File: src/rtl/decimator_seq.sv
// Sequencing controller for the analogue-channel decimator: flush, settle and
// run phases, power-of-two ratio configuration and decimated-output strobe.
module decimator_seq #(
   parameter int RATIO_WIDTH    = 4,
   parameter int FLUSH_CYCLES   = 4,
   parameter int SETTLE_SAMPLES = 16
) (
   input  logic                   clk,
   input  logic                   rst_n,
   input  logic                   enable,
   input  logic                   cfg_valid,
   input  logic [RATIO_WIDTH-1:0] cfg_ratio,
   output logic                   cfg_ready,
   input  logic                   in_valid,
   output logic                   dec_rst_n,
   output logic                   dec_ce,
   output logic                   out_valid,
   output logic [RATIO_WIDTH-1:0] ratio,
   output logic                   busy
);

   localparam int PHASE_W  = 2**RATIO_WIDTH - 1;
   localparam int FLUSH_W  = $clog2(FLUSH_CYCLES + 1);
   localparam int SETTLE_W = $clog2(SETTLE_SAMPLES + 1);

   localparam logic [FLUSH_W-1:0]  FLUSH_LAST  = FLUSH_W'(FLUSH_CYCLES - 1);
   localparam logic [SETTLE_W-1:0] SETTLE_LAST = SETTLE_W'(SETTLE_SAMPLES - 1);

   typedef enum logic [1:0] {
      IDLE,
      FLUSH,
      SETTLE,
      RUN
   } state_t;

   state_t               state, state_nxt;
   logic [FLUSH_W-1:0]   flush_cnt, flush_cnt_nxt;
   logic [SETTLE_W-1:0]  settle_cnt, settle_cnt_nxt;
   logic [PHASE_W-1:0]   phase, phase_nxt, phase_max;
   logic [PHASE_W:0]     blk_len;
   logic                 cfg_xfer;
   logic                 out_valid_nxt;

   assign cfg_ready = (state == IDLE) || (state == RUN);
   assign busy      = (state == FLUSH) || (state == SETTLE);
   assign dec_ce    = in_valid && ((state == SETTLE) || (state == RUN));
   assign cfg_xfer  = cfg_valid && cfg_ready;

   // Block length is one extra bit wide so ratio = 2^RATIO_WIDTH-1 yields an
   // all-ones phase limit instead of overflowing.
   assign blk_len   = {{PHASE_W{1'b0}}, 1'b1} << ratio;
   assign phase_max = PHASE_W'(blk_len - 1'b1);

   always_comb begin
      // NOTE: every variable gets a default first so no path can infer a latch.
      state_nxt      = state;
      flush_cnt_nxt  = flush_cnt;
      settle_cnt_nxt = settle_cnt;
      phase_nxt      = phase;
      out_valid_nxt  = 1'b0;

      if (!enable) begin
         state_nxt = IDLE;
      end else if ((state == RUN) && cfg_xfer) begin
         state_nxt     = FLUSH;
         flush_cnt_nxt = '0;
      end else begin
         case (state)
            IDLE: begin
               state_nxt     = FLUSH;
               flush_cnt_nxt = '0;
            end
            FLUSH: begin
               if (flush_cnt == FLUSH_LAST) begin
                  state_nxt      = SETTLE;
                  settle_cnt_nxt = '0;
               end else begin
                  flush_cnt_nxt = flush_cnt + 1'b1;
               end
            end
            SETTLE: begin
               if (in_valid) begin
                  if (settle_cnt == SETTLE_LAST) begin
                     state_nxt = RUN;
                     phase_nxt = '0;
                  end else begin
                     settle_cnt_nxt = settle_cnt + 1'b1;
                  end
               end
            end
            RUN: begin
               if (in_valid) begin
                  if (phase == phase_max) begin
                     phase_nxt     = '0;
                     out_valid_nxt = 1'b1;
                  end else begin
                     phase_nxt = phase + 1'b1;
                  end
               end
            end
            default: state_nxt = IDLE;
         endcase
      end
   end

   always_ff @(posedge clk or negedge rst_n) begin
      if (!rst_n) begin
         state      <= IDLE;
         ratio      <= '0;
         dec_rst_n  <= 1'b0;
         out_valid  <= 1'b0;
         flush_cnt  <= '0;
         settle_cnt <= '0;
         phase      <= '0;
      end else begin
         // NOTE: non-blocking assignments keep every register sampling the
         // pre-edge values, independent of statement order.
         state      <= state_nxt;
         flush_cnt  <= flush_cnt_nxt;
         settle_cnt <= settle_cnt_nxt;
         phase      <= phase_nxt;
         out_valid  <= out_valid_nxt;
         dec_rst_n  <= (state_nxt == SETTLE) || (state_nxt == RUN);
         if (cfg_xfer) ratio <= cfg_ratio;
      end
   end

endmodule

File: config.mk
export PLATFORM = sky130hd
export DESIGN_NAME = decimator_seq
export DESIGN_NICKNAME = d
export VERILOG_FILES = /design/src/rtl/decimator_seq.sv
export SDC_FILE = /design/constraint.sdc
export NUM_CORES = 1
export LEC_CHECK = 0
export BUFFER_PORTS_ARGS = -buffer_cell sky130_fd_sc_hd__buf_2
export CAP_MARGIN = 20
export CELL_PAD_IN_SITES_DETAIL_PLACEMENT = 1
export CELL_PAD_IN_SITES_GLOBAL_PLACEMENT = 2
export CORE_ASPECT_RATIO = 1.4
export CORE_MARGIN = 2
export CORE_UTILIZATION = 37
export CTS_CLUSTER_SIZE = 16
export DETAILED_ROUTE_END_ITERATION = 12
export GPL_ROUTABILITY_DRIVEN = 0
export GPL_TIMING_DRIVEN = 1
export PLACE_DENSITY_LB_ADDON = 0.1
export SLEW_MARGIN = 40
export SYNTH_ARGS = -nofsm -noshare
export SYNTH_HDL_FRONTEND = slang
export SYNTH_SLANG_ARGS = --single-unit
File: constraint.sdc
create_clock -name clk -period 3.9 [get_ports clk]
set_input_delay 0.78 -clock clk [delete_from_list [all_inputs] [get_ports clk]]
set_output_delay 0.78 -clock clk [all_outputs]
set_load 0.05 [all_outputs]
Word level (Yosys, flattened, before mapping)
Index checks and enable logic that the tools add are counted.
{"block": "op_classes", "n_addsub": 4, "n_mul": 0, "div": 0, "n_lt_le_gt_ge": 0, "n_eq_ne": 14, "shifts": 1, "muxes": 23, "bitwise": 1, "reduce_logical": 14}
{"op": "15-bit 2-to-1 mux", "n": 4}
{"op": "15-bit case mux with 2 select lines", "n": 1}
{"op": "15-bit by 1-bit adder with 15-bit output, second input constant", "n": 1}
{"op": "15-bit == test", "n": 1}
{"op": "5-bit 2-to-1 mux", "n": 3}
{"op": "1-bit by 4-bit << shifter with 15-bit output, first input constant", "n": 1}
{"op": "15-bit by 1-bit subtractor with 15-bit output, second input constant", "n": 1}
{"op": "6-bit AND reduction", "n": 2}
{"op": "2-bit 2-to-1 mux", "n": 5}
{"op": "5-bit case mux with 2 select lines", "n": 1}
{"op": "2-bit == test, second input constant", "n": 4}
{"op": "3-bit 2-to-1 mux", "n": 2}
{"op": "2-bit inequality test, second input constant", "n": 3}
{"op": "2-bit case mux with 3 select lines", "n": 1}
{"op": "3-bit case mux with 2 select lines", "n": 1}
{"op": "5-bit by 1-bit adder with 5-bit output, second input constant", "n": 1}
{"op": "5-bit by 4-bit == test with 1-bit output, second input constant", "n": 1}
{"op": "1-bit 2-to-1 mux", "n": 5}
{"op": "1-bit logical OR", "n": 4}
{"op": "2-bit by 1-bit inequality test with 1-bit output, second input constant", "n": 2}
{"op": "2-bit nonzero test", "n": 2}
{"op": "3-bit by 1-bit adder with 3-bit output, second input constant", "n": 1}
{"op": "3-bit by 2-bit == test with 1-bit output, second input constant", "n": 1}
{"op": "1-bit logical AND", "n": 3}
{"op": "other kinds (6)", "n": 6}
{"block": "totals", "reg_bits": 31, "latch_bits": 0, "mem_bits_rw": 0, "romBits": 0, "in_bits": 9, "output_inout_bits": 9, "elab_cells": 64, "memories": 0}

Longest topological paths before layout
{"block": "depth", "word_depth": 8, "ltp_mapped": 13, "ltp_nobuf": 10}

Worst setup path after synthesis
No wires, ideal clock.
{"block": "synth_path", "path_type": "reg2reg", "startpoint": "reg ratio[3]", "endpoint": "reg phase[8]", "setup_ns": 0.125, "arrival_time_ns": 3.225, "t_required_ns": 3.775, "slack_ns": 0.551, "stages_incl_launch_ff": 12, "path_buffers": 2, "period_less_slack_ns": 3.349, "path_cell_list": "dfrtp_1 > buf_6 > or4_4 > ha_1 > clkbuf_1 > xnor2_1 > xnor2_1 > a2111oi_2 > nand4_1 > o31ai_4 > o21bai_1 > mux2_2"}
{"block": "synth_between", "elab_chain_cells": 6}
{"element": "from (decl)", "line_no": "18", "rtl": "output logic [RATIO_WIDTH-1:0] ratio,"}
{"element": "from (signal assigned)", "line_no": "124", "rtl": "if (cfg_xfer) ratio <= cfg_ratio;"}
{"element": "1-bit by 4-bit << shifter with 15-bit output", "line_no": "51", "rtl": "assign blk_len = {{PHASE_W{1'b0}}, 1'b1} << ratio;"}
{"element": "15-bit by 1-bit subtractor with 15-bit output", "line_no": "52", "rtl": "assign phase_max = PHASE_W'(blk_len - 1'b1);"}
{"element": "15-bit == test", "line_no": "93", "rtl": "if (phase == phase_max) begin"}
{"element": "15-bit 2-to-1 mux", "line_no": "93"}
{"element": "15-bit 2-to-1 mux", "line_no": "92", "rtl": "if (in_valid) begin"}
{"element": "15-bit case mux with 2 select lines", "line_no": "68", "rtl": "case (state)"}
{"element": "to (signal assigned)", "line_no": "121", "rtl": "phase <= phase_nxt;"}
{"element": "to (decl)", "line_no": "39", "rtl": "logic [PHASE_W-1:0] phase, phase_nxt, phase_max;"}
No other way between the ends. The select of a mux whose other input is x is not followed.
A chain may end at the register's enable or synchronous reset.

Worst setup path in the final report
{"block": "layout_path", "startpoint": "reg ratio[1]", "endpoint": "reg phase[6]"}
Same word-level chain as after synthesis.

==> metrics.yaml <==
outcome: "finished, final reports clean"
cts_tree: "yes"
final_common_cell: "dfrtp_1"
cts.sinks: 31
grt_pass1_vias: 1974
avgSynthCellArea_um2: 8.64
synth_top_area_share_pct: 34.9
placed_cells: 335
clock_latency_ns: 0.28
seq_area_frac_synth_pct: 34.9
p_leak_nw: 1.12
syn_to_final_growth_pct: 11.4
finalCritPeriodShare_pct: 81.8
ios: 18
slew_violations: 0
hold_path_class: "reg2reg"
max_freq_ghz: 0.313
nets: 293
grt_pass1_wl_mm: 9.52
tns_ns: 0
p_sw_share_pct: 35.0
worst_hold_slack_ns: 0.480
die_area_um2: 6650
irDropWorstVdd_mv: 0.157
ys_warn_count: 0
synth-seq-cells: 31
cp_data_arrival_time_ns: 3.36
async_flop_share_pct: 100
finalNonFillerCells: 343
post_cts_buffers: 0
post_cts_resize_count: 0
diodes: 0
hold_buffers: 0
internal-power_uw: 653
syn-cell-area_um2: 2220
drtPass1Iterations: 4
core_um2: 5820
rows: 33
overflow: 0
synth_edf_count: 0
place_ws_ns: 0.707
synthCells: 257
antenna_left: 0
rrSetupSlack_ns: 0.71
worstSetupStartpointType: "flip-flop"
start_util_pct: 38.1
total_power_mw: 1.00
drive_above_1_share_pct: 14.3
die_h_um: 95.7
path_cells: "buf_4 > nor3_1 > nand2_1 > ha_1 > xnor2_1 > xnor2_1 > a2111oi_2 > nand4_1 > o31ai_4 > buf_4 > nor3_1 > a211o_1"
layout_setup_ws_ns: 0.709
rsz0062_at_grt: "no"
drc: 0
vias: 1897
fillers: 707
synth_nets: 278
grt_usage_pct: 18.0
hold_violations: 0
die_w_um: 69.5
ys.flop_type: "dfrtp_1"
yosysTopAreaCell: "dfrtp_1"
final_cell_mix: "31 x dfrtp_1, 30 x nand2_1, 22 x o21ai_0, 19 x inv_1, 17 x buf_2"
p_clk_share_pct: 33.3
powerDensity_nw_per_um2: 406
wl_mm: 5.49
slowest_stage: "dfrtp_1"
finalSetupViolCount: 0
skew_ns: 0.00693
dp_hpwl_mm: 4.13
cp_slowest_stage_delay_ns: 0.47
clk_path_buf_depth: 2
grt_max_degree: 32
port_buffers: 17
crit_fanout: 13
seqPwrFrac_pct: 36.3
final_cell_area_um2: 2470
combinationalPowerShare_pct: 30.4
clk_pin_slew_ns: 0.07
crit_type: "reg2reg"
wl_per_cell_um: 16.0
yosys-top-cells-area: "dfrtp_1 35%, ha_1 6.8%, nand2_1 5.1%"
crit_required_ns: 4.07
placed_area_um2: 2360
fin_crit_ns: 3.19
antenna_found_initial: 0
synth_cell_type_count: 52
slew_headroom_pct: 50.4
cts-root-buf: "clkbuf_8"
initialDrtViolationCount: 47
maxCapViolations: 0
cts_buffers: 5
worst_pin_slew_ns: 0.744
p_switching_uw: 351
viasPerCell: 5.53
post-route-util_pct: 42.5
htree_levels: 2
critPathCaptureType: "flip-flop"
==> worst max-delay path, delay by kind of cell (launching register included) <==
family	cells	cell delay, ns
flip-flops	1	0.47
adder cells (fa/ha/maj)	1	0.31
AO/OA/AOI/OAI	3	0.86
buffers and inverters	2	0.42
AND/OR/NAND/NOR	4	0.69
XOR/XNOR	2	0.34
==> cells in the mapped netlist (3+ instances only) <==
cell type	count
a21o_1	5
nor2b_1	5
mux2_2	3
xor2_1	7
and3_1	7
nand3_1	11
nand2_1	30
dfrtp_1	31
clkbuf_1	6
nor3b_1	4
nor3_1	9
nor2_1	14
o211ai_1	4
ha_1	12
xnor2_1	5
o21ai_0	22
o21bai_1	6
buf_2	6
a21oi_1	6
nand2b_1	5
inv_1	19
a221oi_1	4
==> kinds of logic (layout without fill, tap and decap cells) <==
logic type	after synthesis	in the layout	synth area share, %
DFF	31	31	34.9
xor gates and xnor gates	12	12	4.73
muxes	3	3	1.52
and+or+nand+nor	96	96	22.7
buffers and inverters	34	50	6.93
AOI/OAI and AO/OA	69	69	22.4
adders and majority gates	12	12	6.76
==> per-layer routing <==
layer  global-route usage [%]  wire length, µm  up-vias
li1                         -                -      942
met2                     31.7             2800       23
met4                     8.01              115        0
met5                        0                0        -
met3                     2.54               96        8
met1                     21.7             2480      924
==> registers in the layout (all words and copies together) (netlist names) <==
| name | count |
|---|---|
| state | 2 |
| phase | 15 |
| ratio | 4 |
| flush_cnt | 3 |
| out_valid | 1 |
| settle_cnt | 5 |
| dec_rst_n | 1 |
==> layout make-up <==
type	instances	area (µm²)	area share, %
clock inverter	2	35.0	1.42
inverter	19	71.3	2.88
sequential	31	776	31.4
tap	70	87.6	3.54
timing repair buffer	23	130	5.26
multi-input combinational	192	1290	52.2
clock buffer	6	82.6	3.34
==> power groups by stage <==
stage / clock, mW / sequential [mW] / combinational (mW)
after floorplan: 0 / 0.397 / 0.208
after global placement: 0 / 0.369 / 0.304
after detailed placement: 0 / 0.371 / 0.307
after CTS: 0.347 / 0.365 / 0.309
after global routing: 0.357 / 0.368 / 0.341
final: 0.335 / 0.365 / 0.305
==> worst paths after layout <==
kind | end | cells after the start | startpoint
max | phase[6] | 12 | ratio[1]
min | settle_cnt[4] | 2 | settle_cnt[4]
max reg2reg | phase[6] | 12 | ratio[1]
min reg2reg | settle_cnt[4] | 2 | settle_cnt[4]
max in group asynchronous | ratio[3] | 1 | rst_n
min in group asynchronous | phase[13] | 1 | rst_n
(Power assumes the default switching activity.)
